==> config.mk <==
export PLATFORM = sky130hd
export DESIGN_NAME = wbslave_regs_flat
export DESIGN_NICKNAME = d
export VERILOG_FILES = /design/src/rtl/wbslave_regs_pkg.sv /design/src/rtl/wbslave_regs_if.sv /design/src/rtl/wbslave_regs_regfile.sv /design/src/rtl/wbslave_regs.sv /design/src/flat_wrapper.sv
export SDC_FILE = /design/constraint.sdc
export NUM_CORES = 1
export LEC_CHECK = 0
export BUFFER_PORTS_ARGS = -buffer_cell sky130_fd_sc_hd__buf_4
export CAP_MARGIN = 20
export CORE_MARGIN = 5
export CORE_UTILIZATION = 40
export CTS_BUF_LIST = sky130_fd_sc_hd__clkbuf_16
export CTS_CLUSTER_DIAMETER = 40
export DETAILED_ROUTE_END_ITERATION = 8
export PLACE_DENSITY_LB_ADDON = 0.3
export SLEW_MARGIN = 20
export SYNTH_ARGS = -nofsm -noshare
export SYNTH_HDL_FRONTEND = slang
export SYNTH_SLANG_ARGS = --single-unit
==> constraint.sdc <==
create_clock -name clk_i -period 2.79 [get_ports clk_i]
set_input_delay 0.279 -clock clk_i [delete_from_list [all_inputs] [get_ports clk_i]]
set_output_delay 0.279 -clock clk_i [all_outputs]
set_load 0.05 [all_outputs]
==> src/rtl/wbslave_regs_pkg.sv <==
// Shared definitions for the wbslave_regs Wishbone classic slave: bus widths and FSM encodings.
// Bus widths correspond to address_width/data_width/select_width of the master side.
package wbslave_regs_pkg;

  localparam int WB_AW = 8;
  localparam int WB_DW = 8;
  localparam int WB_SW = 1;

  typedef enum logic [1:0] {
    WB_S_IDLE = 2'd0,
    WB_S_WAIT = 2'd1,
    WB_S_ACK  = 2'd2,
    WB_S_ERR  = 2'd3
  } wb_state_e;

endpackage

==> src/rtl/wbslave_regs_if.sv <==
// Wishbone classic bus bundle between wbmaster and wbslave_regs, including the interrupt return.
interface wbslave_regs_if
  import wbslave_regs_pkg::*;
#(
  parameter int AW = WB_AW,
  parameter int DW = WB_DW,
  parameter int SW = WB_SW
);
  logic [AW-1:0] adr;
  logic [DW-1:0] dat_w;
  logic [DW-1:0] dat_r;
  logic          we;
  logic [SW-1:0] sel;
  logic          stb;
  logic          cyc;
  logic          ack;
  logic          err;
  logic          intr;

  modport master (
    output adr, dat_w, we, sel, stb, cyc,
    input  dat_r, ack, err, intr
  );

  modport slave (
    input  adr, dat_w, we, sel, stb, cyc,
    output dat_r, ack, err, intr
  );
endinterface

==> src/rtl/wbslave_regs_regfile.sv <==
// DEPTH x DW register storage for wbslave_regs: synchronous write, combinational read,
// asynchronous active-low clear; bit0 of the top entry drives the interrupt.
module wbslave_regfile #(
  parameter int DW    = 8,
  parameter int DEPTH = 16,
  parameter int IW    = $clog2(DEPTH)
) (
  input  logic          clk_i,
  input  logic          rst_i,
  input  logic          wr_en,
  input  logic [IW-1:0] idx,
  input  logic [DW-1:0] wr_data,
  output logic [DW-1:0] rd_data,
  output logic          intr_bit
);

  logic [DW-1:0] mem [DEPTH];

  always_ff @(posedge clk_i or negedge rst_i) begin
    if (!rst_i) begin
      for (int i = 0; i < DEPTH; i++) mem[i] <= '0;
    end else if (wr_en) begin
      mem[idx] <= wr_data;
    end
  end

  assign rd_data  = mem[idx];
  assign intr_bit = mem[DEPTH-1][0];

endmodule

==> src/rtl/wbslave_regs.sv <==
// Wishbone classic register slave with programmable wait states and an interrupt line.
// Optional: define WBSLAVE_ADDR_CHECK_EN to terminate addresses >= DEPTH with ERR.
//
// state | meaning
// IDLE  | waiting for CYC&STB; request fields latched on the sampling edge
// WAIT  | counting down wait states; CYC drop aborts without a write
// ACK   | ack high for one cycle; read data valid, write lands on exit edge
// ERR   | err high for one cycle; no register change
module wbslave_regs
  import wbslave_regs_pkg::*;
#(
  parameter int AW          = WB_AW,
  parameter int DW          = WB_DW,
  parameter int SW          = WB_SW,
  parameter int DEPTH       = 16,
  parameter int WAIT_STATES = 1
) (
  input logic           clk_i,
  input logic           rst_i,
  wbslave_regs_if.slave wb
);

  localparam int IW = $clog2(DEPTH);

  wb_state_e     state, state_nxt;
  logic [3:0]    cnt, cnt_nxt;
  logic [IW-1:0] idx_q, idx_nxt;
  logic [DW-1:0] dat_q, dat_nxt;
  logic          we_q, we_nxt;
  logic          sel0_q, sel0_nxt;
  logic          ack_q;
  logic          req;
  logic          adr_bad;
  logic          wr_en;
  logic [DW-1:0] rd_data;
  logic          intr_bit;

  assign req = wb.cyc && wb.stb;

  always_comb begin
    state_nxt = state;
    cnt_nxt   = cnt;
    idx_nxt   = idx_q;
    dat_nxt   = dat_q;
    we_nxt    = we_q;
    sel0_nxt  = sel0_q;
    case (state)
      WB_S_IDLE: begin
        if (req) begin
          idx_nxt  = wb.adr[IW-1:0];
          dat_nxt  = wb.dat_w;
          we_nxt   = wb.we;
          sel0_nxt = wb.sel[0];
          if (adr_bad) begin
            state_nxt = WB_S_ERR;
          end else if (WAIT_STATES == 0) begin
            state_nxt = WB_S_ACK;
          end else begin
            cnt_nxt   = 4'(WAIT_STATES - 1);
            state_nxt = WB_S_WAIT;
          end
        end
      end
      WB_S_WAIT: begin
        if (!wb.cyc) begin
          state_nxt = WB_S_IDLE;
        end else if (cnt == 4'd0) begin
          state_nxt = WB_S_ACK;
        end else begin
          cnt_nxt = cnt - 4'd1;
        end
      end
      WB_S_ACK:  state_nxt = WB_S_IDLE;
      WB_S_ERR:  state_nxt = WB_S_IDLE;
      default:   state_nxt = WB_S_IDLE;
    endcase
  end

  // ack is registered from the next-state decode so it is high exactly while in ACK
  always_ff @(posedge clk_i or negedge rst_i) begin
    if (!rst_i) begin
      state  <= WB_S_IDLE;
      cnt    <= '0;
      idx_q  <= '0;
      dat_q  <= '0;
      we_q   <= 1'b0;
      sel0_q <= 1'b0;
      ack_q  <= 1'b0;
    end else begin
      state  <= state_nxt;
      cnt    <= cnt_nxt;
      idx_q  <= idx_nxt;
      dat_q  <= dat_nxt;
      we_q   <= we_nxt;
      sel0_q <= sel0_nxt;
      ack_q  <= (state_nxt == WB_S_ACK);
    end
  end

`ifdef WBSLAVE_ADDR_CHECK_EN
  logic err_q;

  always_ff @(posedge clk_i or negedge rst_i) begin
    if (!rst_i) err_q <= 1'b0;
    else        err_q <= (state_nxt == WB_S_ERR);
  end

  assign adr_bad = ({1'b0, wb.adr} >= (AW+1)'(DEPTH));
  assign wb.err  = err_q;
`else
  assign adr_bad = 1'b0;
  assign wb.err  = 1'b0;

  // upper address bits only matter for the range check
  if (IW < AW) begin : g_alias
    logic unused_adr;
    assign unused_adr = ^wb.adr[AW-1:IW];
  end
`endif

  assign wr_en = ack_q && we_q && sel0_q;

  wbslave_regfile #(
    .DW    (DW),
    .DEPTH (DEPTH),
    .IW    (IW)
  ) u_regfile (
    .clk_i    (clk_i),
    .rst_i    (rst_i),
    .wr_en    (wr_en),
    .idx      (idx_q),
    .wr_data  (dat_q),
    .rd_data  (rd_data),
    .intr_bit (intr_bit)
  );

  assign wb.ack   = ack_q;
  assign wb.dat_r = (ack_q && !we_q) ? rd_data : '0;
  assign wb.intr  = intr_bit;

endmodule

==> src/flat_wrapper.sv <==
// flat-port wrapper written by rule: the top's interface ports become plain ports
module wbslave_regs_flat import wbslave_regs_pkg::*;
#(
  parameter int AW          = WB_AW,
  parameter int DW          = WB_DW,
  parameter int SW          = WB_SW,
  parameter int DEPTH       = 16,
  parameter int WAIT_STATES = 1
)
  (clk_i, rst_i, wb_adr, wb_dat_w, wb_we, wb_sel, wb_stb, wb_cyc, wb_dat_r, wb_ack, wb_err, wb_intr);
  wbslave_regs_if #(.AW(AW), .DW(DW), .SW(SW)) wb_i ();
  input logic clk_i;
  input logic rst_i;
  input wire logic [$bits(wb_i.adr)-1:0] wb_adr;
  input wire logic [$bits(wb_i.dat_w)-1:0] wb_dat_w;
  input wire logic [$bits(wb_i.we)-1:0] wb_we;
  input wire logic [$bits(wb_i.sel)-1:0] wb_sel;
  input wire logic [$bits(wb_i.stb)-1:0] wb_stb;
  input wire logic [$bits(wb_i.cyc)-1:0] wb_cyc;
  output wire logic [$bits(wb_i.dat_r)-1:0] wb_dat_r;
  output wire logic [$bits(wb_i.ack)-1:0] wb_ack;
  output wire logic [$bits(wb_i.err)-1:0] wb_err;
  output wire logic [$bits(wb_i.intr)-1:0] wb_intr;
  assign wb_i.adr = wb_adr;
  assign wb_i.dat_w = wb_dat_w;
  assign wb_i.we = wb_we;
  assign wb_i.sel = wb_sel;
  assign wb_i.stb = wb_stb;
  assign wb_i.cyc = wb_cyc;
  assign wb_dat_r = wb_i.dat_r;
  assign wb_ack = wb_i.ack;
  assign wb_err = wb_i.err;
  assign wb_intr = wb_i.intr;
  wbslave_regs #(.AW(AW), .DW(DW), .SW(SW), .DEPTH(DEPTH), .WAIT_STATES(WAIT_STATES)) u_core (.clk_i(clk_i), .rst_i(rst_i), .wb(wb_i));
endmodule
# Yosys cells after proc, flatten, opt, wreduce, memory -nomap -nowiden
# Cells that the tools add are included.
dict set report word_totals {
  ff_bits 149
  latch_bits 0
  ramBits 0
  mem_bits_ro 0
  in_bits 22
  wordCells 61
  n_memories 0
}
dict set report op_classes {
  addsub 1
  n_mul 0
  div 0
  magnitude_cmp 2
  n_eq_ne 7
  n_shift 0
  n_mux 15
  bitwise_logic 1
  n_reduce_logical 12
}
# cell count
set ops {}
lappend ops {{bitwise mux 128 bit} 1}
lappend ops {{binary-select mux 8 bit (select 4 bit)} 1}
lappend ops {{demux 8 bit (select 4 bit)} 1}
lappend ops {{two-way mux 8 bit} 4}
lappend ops {{two-way mux 4 bit} 3}
lappend ops {{case mux 4 bit (2 select lines)} 1}
lappend ops {{== test 2 bit (second input constant)} 3}
lappend ops {{two-way mux 2 bit} 3}
lappend ops {{case mux 2 bit (3 select lines)} 1}
lappend ops {{>= comparator 5 bit (second input constant)} 1}
lappend ops {{logical AND 1 bit} 5}
lappend ops {{less-than comparator 5 x 1 -> 1 bit (second input constant)} 1}
lappend ops {{inverter 4 -> 5 bit} 1}
lappend ops {{logical NOT 4 bit} 1}
lappend ops {{!= test 2 bit (second input constant)} 2}
lappend ops {{AND reduction 4 bit} 1}
lappend ops {{subtractor 4 x 1 -> 4 bit (second input constant)} 1}
lappend ops {{== test 2 x 1 -> 1 bit (second input constant)} 1}
lappend ops {{logical NOT 2 bit} 1}
lappend ops {{!= test 2 x 1 -> 1 bit (second input constant)} 1}
lappend ops {{AND reduction 2 bit} 1}
lappend ops {{nonzero test 2 bit} 1}
lappend ops {{OR reduction 2 bit} 1}
lappend ops {{logical NOT 1 bit} 1}

# Depth between registers and ports, before layout
dict set report logic_depth {
  ltp_word 6
  mapped_depth 6
  ltp_nobuf 6
}

# Cells and area by module
# A second synthesis with hierarchy kept.
dict set report unflattened {
  cells_unflattened 443
  area_unflattened_um2 6947.9
}
# module n_inst cells_per_inst area_per_inst_um2 seq_area_each_um2
set by_module_without_submodules {}
lappend by_module_without_submodules {wbslave_regfile 1 368 5983.2 3203.1}
lappend by_module_without_submodules {wbslave_regs 1 75 964.7 525.5}

# Least setup slack after synthesis
# OpenSTA, ideal clock, no wires.
dict set report synth_path {
  path_kind {register to output}
  from {reg u_core.ack_q, in the netlist u_core.wb.ack}
  to {out wb_dat_r[0]}
  arrival_ns 2.392
  path_slack_ns 0.119
  stages_incl_launch_ff 4
  path_buffers 1
  path_cell_list {dfrtp_1 -> or3b_2 -> clkbuf_1 -> o21ai_0}
}
dict set report synth_via {
  elab_chain_len 2
}
# element line
set synth_lines {}
lappend synth_lines {{start, declared} wbslave_regs.sv:31} ;# logic ack_q;
lappend synth_lines {{start signal, assigned} wbslave_regs.sv:96} ;# ack_q <= (state_nxt == WB_S_ACK);
lappend synth_lines {{logical AND 1 bit} wbslave_regs.sv:138} ;# assign wb.dat_r = (ack_q && !we_q) ? rd_data : '0;
lappend synth_lines {{two-way mux 8 bit} wbslave_regs.sv:138}
lappend synth_lines {{end, declared} flat_wrapper.sv:20} ;# output wire logic [$bits(wb_i.dat_r)-1:0] wb_dat_r;
# No other way between the ends.

# Final worst setup path
dict set report layout_path {
  from {reg u_core.idx_q[2]}
  to {out wb_dat_r[0]}
}
dict set report layout_via {
  elab_chain_len 5
}
# element line
set layout_lines {}
lappend layout_lines {{start, declared} wbslave_regs.sv:27} ;# logic [IW-1:0] idx_q, idx_nxt;
lappend layout_lines {{start signal, assigned} wbslave_regs.sv:92} ;# idx_q <= idx_nxt;
lappend layout_lines {{inverter 4 -> 5 bit (implied by the code)} wbslave_regs_regfile.sv:27} ;# assign rd_data = mem[idx];
lappend layout_lines {{binary-select mux 8 bit (select 4 bit)} wbslave_regs_regfile.sv:27}
lappend layout_lines {{two-way mux 8 bit (implied by the code) (2 in series)} wbslave_regs_regfile.sv:27}
lappend layout_lines {{two-way mux 8 bit} wbslave_regs.sv:138}
# No other way between the ends. The select of a mux whose other input is x is not followed.

==> flow_metrics.env <==
export IMPL_outcome="finished clean"
export IMPL_grt_overflow_total=0
export IMPL_cp_arrival_ps=2390
export IMPL_dp_final_hpwl_mm=9.381
export IMPL_clockBufferDepth=2
export IMPL_io_pins=33
export IMPL_grt_pass1_vias=4200
export IMPL_cts_max_level=4
export IMPL_ant_nets=0
export IMPL_yosys_area_top_type_share_pct=55.14
export IMPL_synth_enable_flop_cells=0
export IMPL_grt_max_degree=60
export IMPL_drive_gt1_share_pct=49.29
export IMPL_antenna_found_initial=0
export IMPL_pre_cts_slack_ps=545.5
export IMPL_power_density_nw_per_um2=853.2
export IMPL_required_ps=2510
export IMPL_slew_violations=0
export IMPL_cts_made_buffers=17
export IMPL_drcViolationCount=0
export IMPL_worst_slew_margin_rel_pct=47.67
export IMPL_min_period_ps=2668
export IMPL_synth_cell_types=32
export IMPL_utilization_pct=47.33
export IMPL_p_leak_nw=3.737
export IMPL_synth_flop_cell="dfrtp_1"
export IMPL_cp_end_kind="output port"
export IMPL_fmax_mhz=374.8
export IMPL_cts_repair_resized=0
export IMPL_viasPerCell=5.386
export IMPL_finalSetupTns_ps=0
export IMPL_cts_tree="built"
export IMPL_synth_most_common_cell="dfrtp_1"
export IMPL_drt_first_pass_iters=4
export IMPL_ys_warn_count=0
export IMPL_post_synth_top_area_cell="dfrtp_1"
export IMPL_worst_pin_slew_ps=784.9
export IMPL_maxCapViolations=0
export IMPL_clk_pin_slew_worst_paths_ps=60
export IMPL_fp_coreArea_sq_um=16580
export IMPL_synth_area_sq_um=6761
export IMPL_period_share_pct=95.63
export IMPL_ys_seq_elements=149
export IMPL_gp_congestion=0.7486
export IMPL_synth_top_cells_by_area="dfrtp_1 55%, mux2_2 23%, mux4_2 9.0%"
export IMPL_area_delta_synth_final_pct=16.08
export IMPL_grt_pass1_wl_mm=23.73
export IMPL_die_area_sq_um=19600
export IMPL_initial_utilization_pct=40.77
export IMPL_setup_viol=0
export IMPL_synth_common_cells="149 x dfrtp_1, 137 x mux2_2, 27 x mux4_2"
export IMPL_clock_skew_ps=6.243
export IMPL_hold_path_class="in -> reg"
export IMPL_hold_viol_final=0
export IMPL_port_buffers=27
export IMPL_synth_avg_cell_area_sq_um=15.16
export IMPL_vdd_ir_drop_max_mv=0.4773
export IMPL_rows=47
export IMPL_fp_dieH_microns=140.0
export IMPL_clk_latency_ps=420
export IMPL_synth_net_count=470
export IMPL_grtUsageTotal_pct=15.88
export IMPL_post_drt_wl_per_cell_microns=20.45
export IMPL_cts_num_sinks=149
export IMPL_final_nets=504
export IMPL_critPathMaxFanout=30
export IMPL_vias=3840
export IMPL_rsz0062_at_grt="false"
export IMPL_ys_seq_area_share_pct=55.14
export IMPL_synthCells=446
export IMPL_fp_dieW_microns=140.0
export IMPL_synthArstFlopShare_pct=100.0
export IMPL_wl_mm=14.58
export IMPL_crit_path_start_kind="flip-flop"
export IMPL_critPathKind="reg -> out"
export IMPL_setup_ws_ps=121.8
export IMPL_root_buffer="clkbuf_16"
export IMPL_drtIter0Drc=160
export IMPL_antenna_cells=0
## critical path, cell delays in order, from the launching register on
cell,delay [ps]
dfrtp_2,870
mux4_2,400
mux2i_1,260
o21ai_0,180
buf_4,230
## cell families after synthesis
kind of cell,count (synthesis),share of synthesized area [%]
buffers and inverters,30,1.961
AOI/OAI and AO/OA,22,1.869
muxes,188,35.42
other,1,0.05546
DFF,149,55.14
xor gates and xnor gates,2,0.2591
and+or+nand+nor,52,4.922
adders and majority gates,2,0.3700
## worst paths after layout
path | slack [ps] | end | from | depth (start not counted)
worst max-delay path | 120 | wb_dat_r[0] | u_core.idx_q[2]$_DFFE_PN0P_ | 4
worst min-delay path | 70 | u_core.idx_q[1]$_DFFE_PN0P_ | wb_adr[1] | 3
worst max register to register | 540 | u_core.u_regfile.mem[70]$_DFFE_PN0P_ | u_core.idx_q[2]$_DFFE_PN0P_ | 4
worst min register to register | 490 | u_core.u_regfile.mem[72]$_DFFE_PN0P_ | u_core.u_regfile.mem[72]$_DFFE_PN0P_ | 1
max in group asynchronous | 1490 | u_core.idx_q[1]$_DFFE_PN0P_ | rst_i | 3
min in group asynchronous | 400 | u_core.u_regfile.mem[27]$_DFFE_PN0P_ | rst_i | 2
## final cells by class
class,instances,area [sq um]
Clock buffer,17,425.4
Tap cell,220,275.3
Fill cell,1447,8735
Sequential cell,149,3731
Inverter,4,15.01
Clock inverter,15,147.6
Multi-Input combinational cell,267,2915
Timing Repair Buffer,41,339.1
## sequential cells by signal, indices dropped and copies added (netlist names)
name and count:
u_core.sel0_q 1, u_core.idx_q 4, u_core.wb.ack 1, u_core.u_regfile.mem 127, u_core.we_q 1, u_core.state 2, u_core.dat_q 8, u_core.u_regfile.intr_bit 1
u_core.cnt 4
## metrics by stage
stage | total power, mW | hold slack [ps] | instances | cell area, sq um
6_report | 6.697 | 73.12 | 713 | 7849
3_5_place_dp | 4.523 | 285.4 | 680 | 7266
3_3_place_gp | 4.454 | 272.5 | 680 | 7266
5_1_grt | 7.028 | 65.30 | 713 | 7849
2_1_floorplan | 4.017 | -16.59 | 446 | 6761
4_1_cts | 6.759 | 52.11 | 713 | 7849
## report_power, final
part | internal, mW | switching (mW)
Sequential | 2.57 | 0.546
Clock | 1.38 | 0.846
Combinational | 0.756 | 0.606
## cells in the final DEF, fill, tap and decap left out, types with 3 or more instances in the layout
cell type	instances
mux4_2	27
o211ai_1	5
mux2_1	3
a21oi_1	5
clkbuf_16	17
o21ai_0	9
nand3_1	11
mux2i_1	21
nand2_1	11
nor3_1	3
inv_1	6
dfrtp_1	147
nand2b_1	3
nor2_4	6
nor2b_1	5
o22ai_1	3
nor2_1	4
buf_4	37
mux2_2	137
clkinv_1	3
clkinv_2	4
bufinv_16	3
## repair_timing
action | CTS | global route
buffers inserted | 0 | 0
setup endpoints to repair | 0 | 0
endpoints found under the hold margin | 57 | 0
hold buffers | 1 | 0
## per-layer routing
| layer | track usage [%] | up-vias | wire (microns) |
|---|---|---|---|
| li1 | - | 1710 | - |
| met1 | 21.73 | 2053 | 6844 |
| met2 | 24.23 | 64 | 6968 |
| met3 | 5.010 | 13 | 543 |
| met4 | 5.150 | 0 | 221 |
| met5 | 0 | - | 0 |
Power figures use the tool's default switching activity.
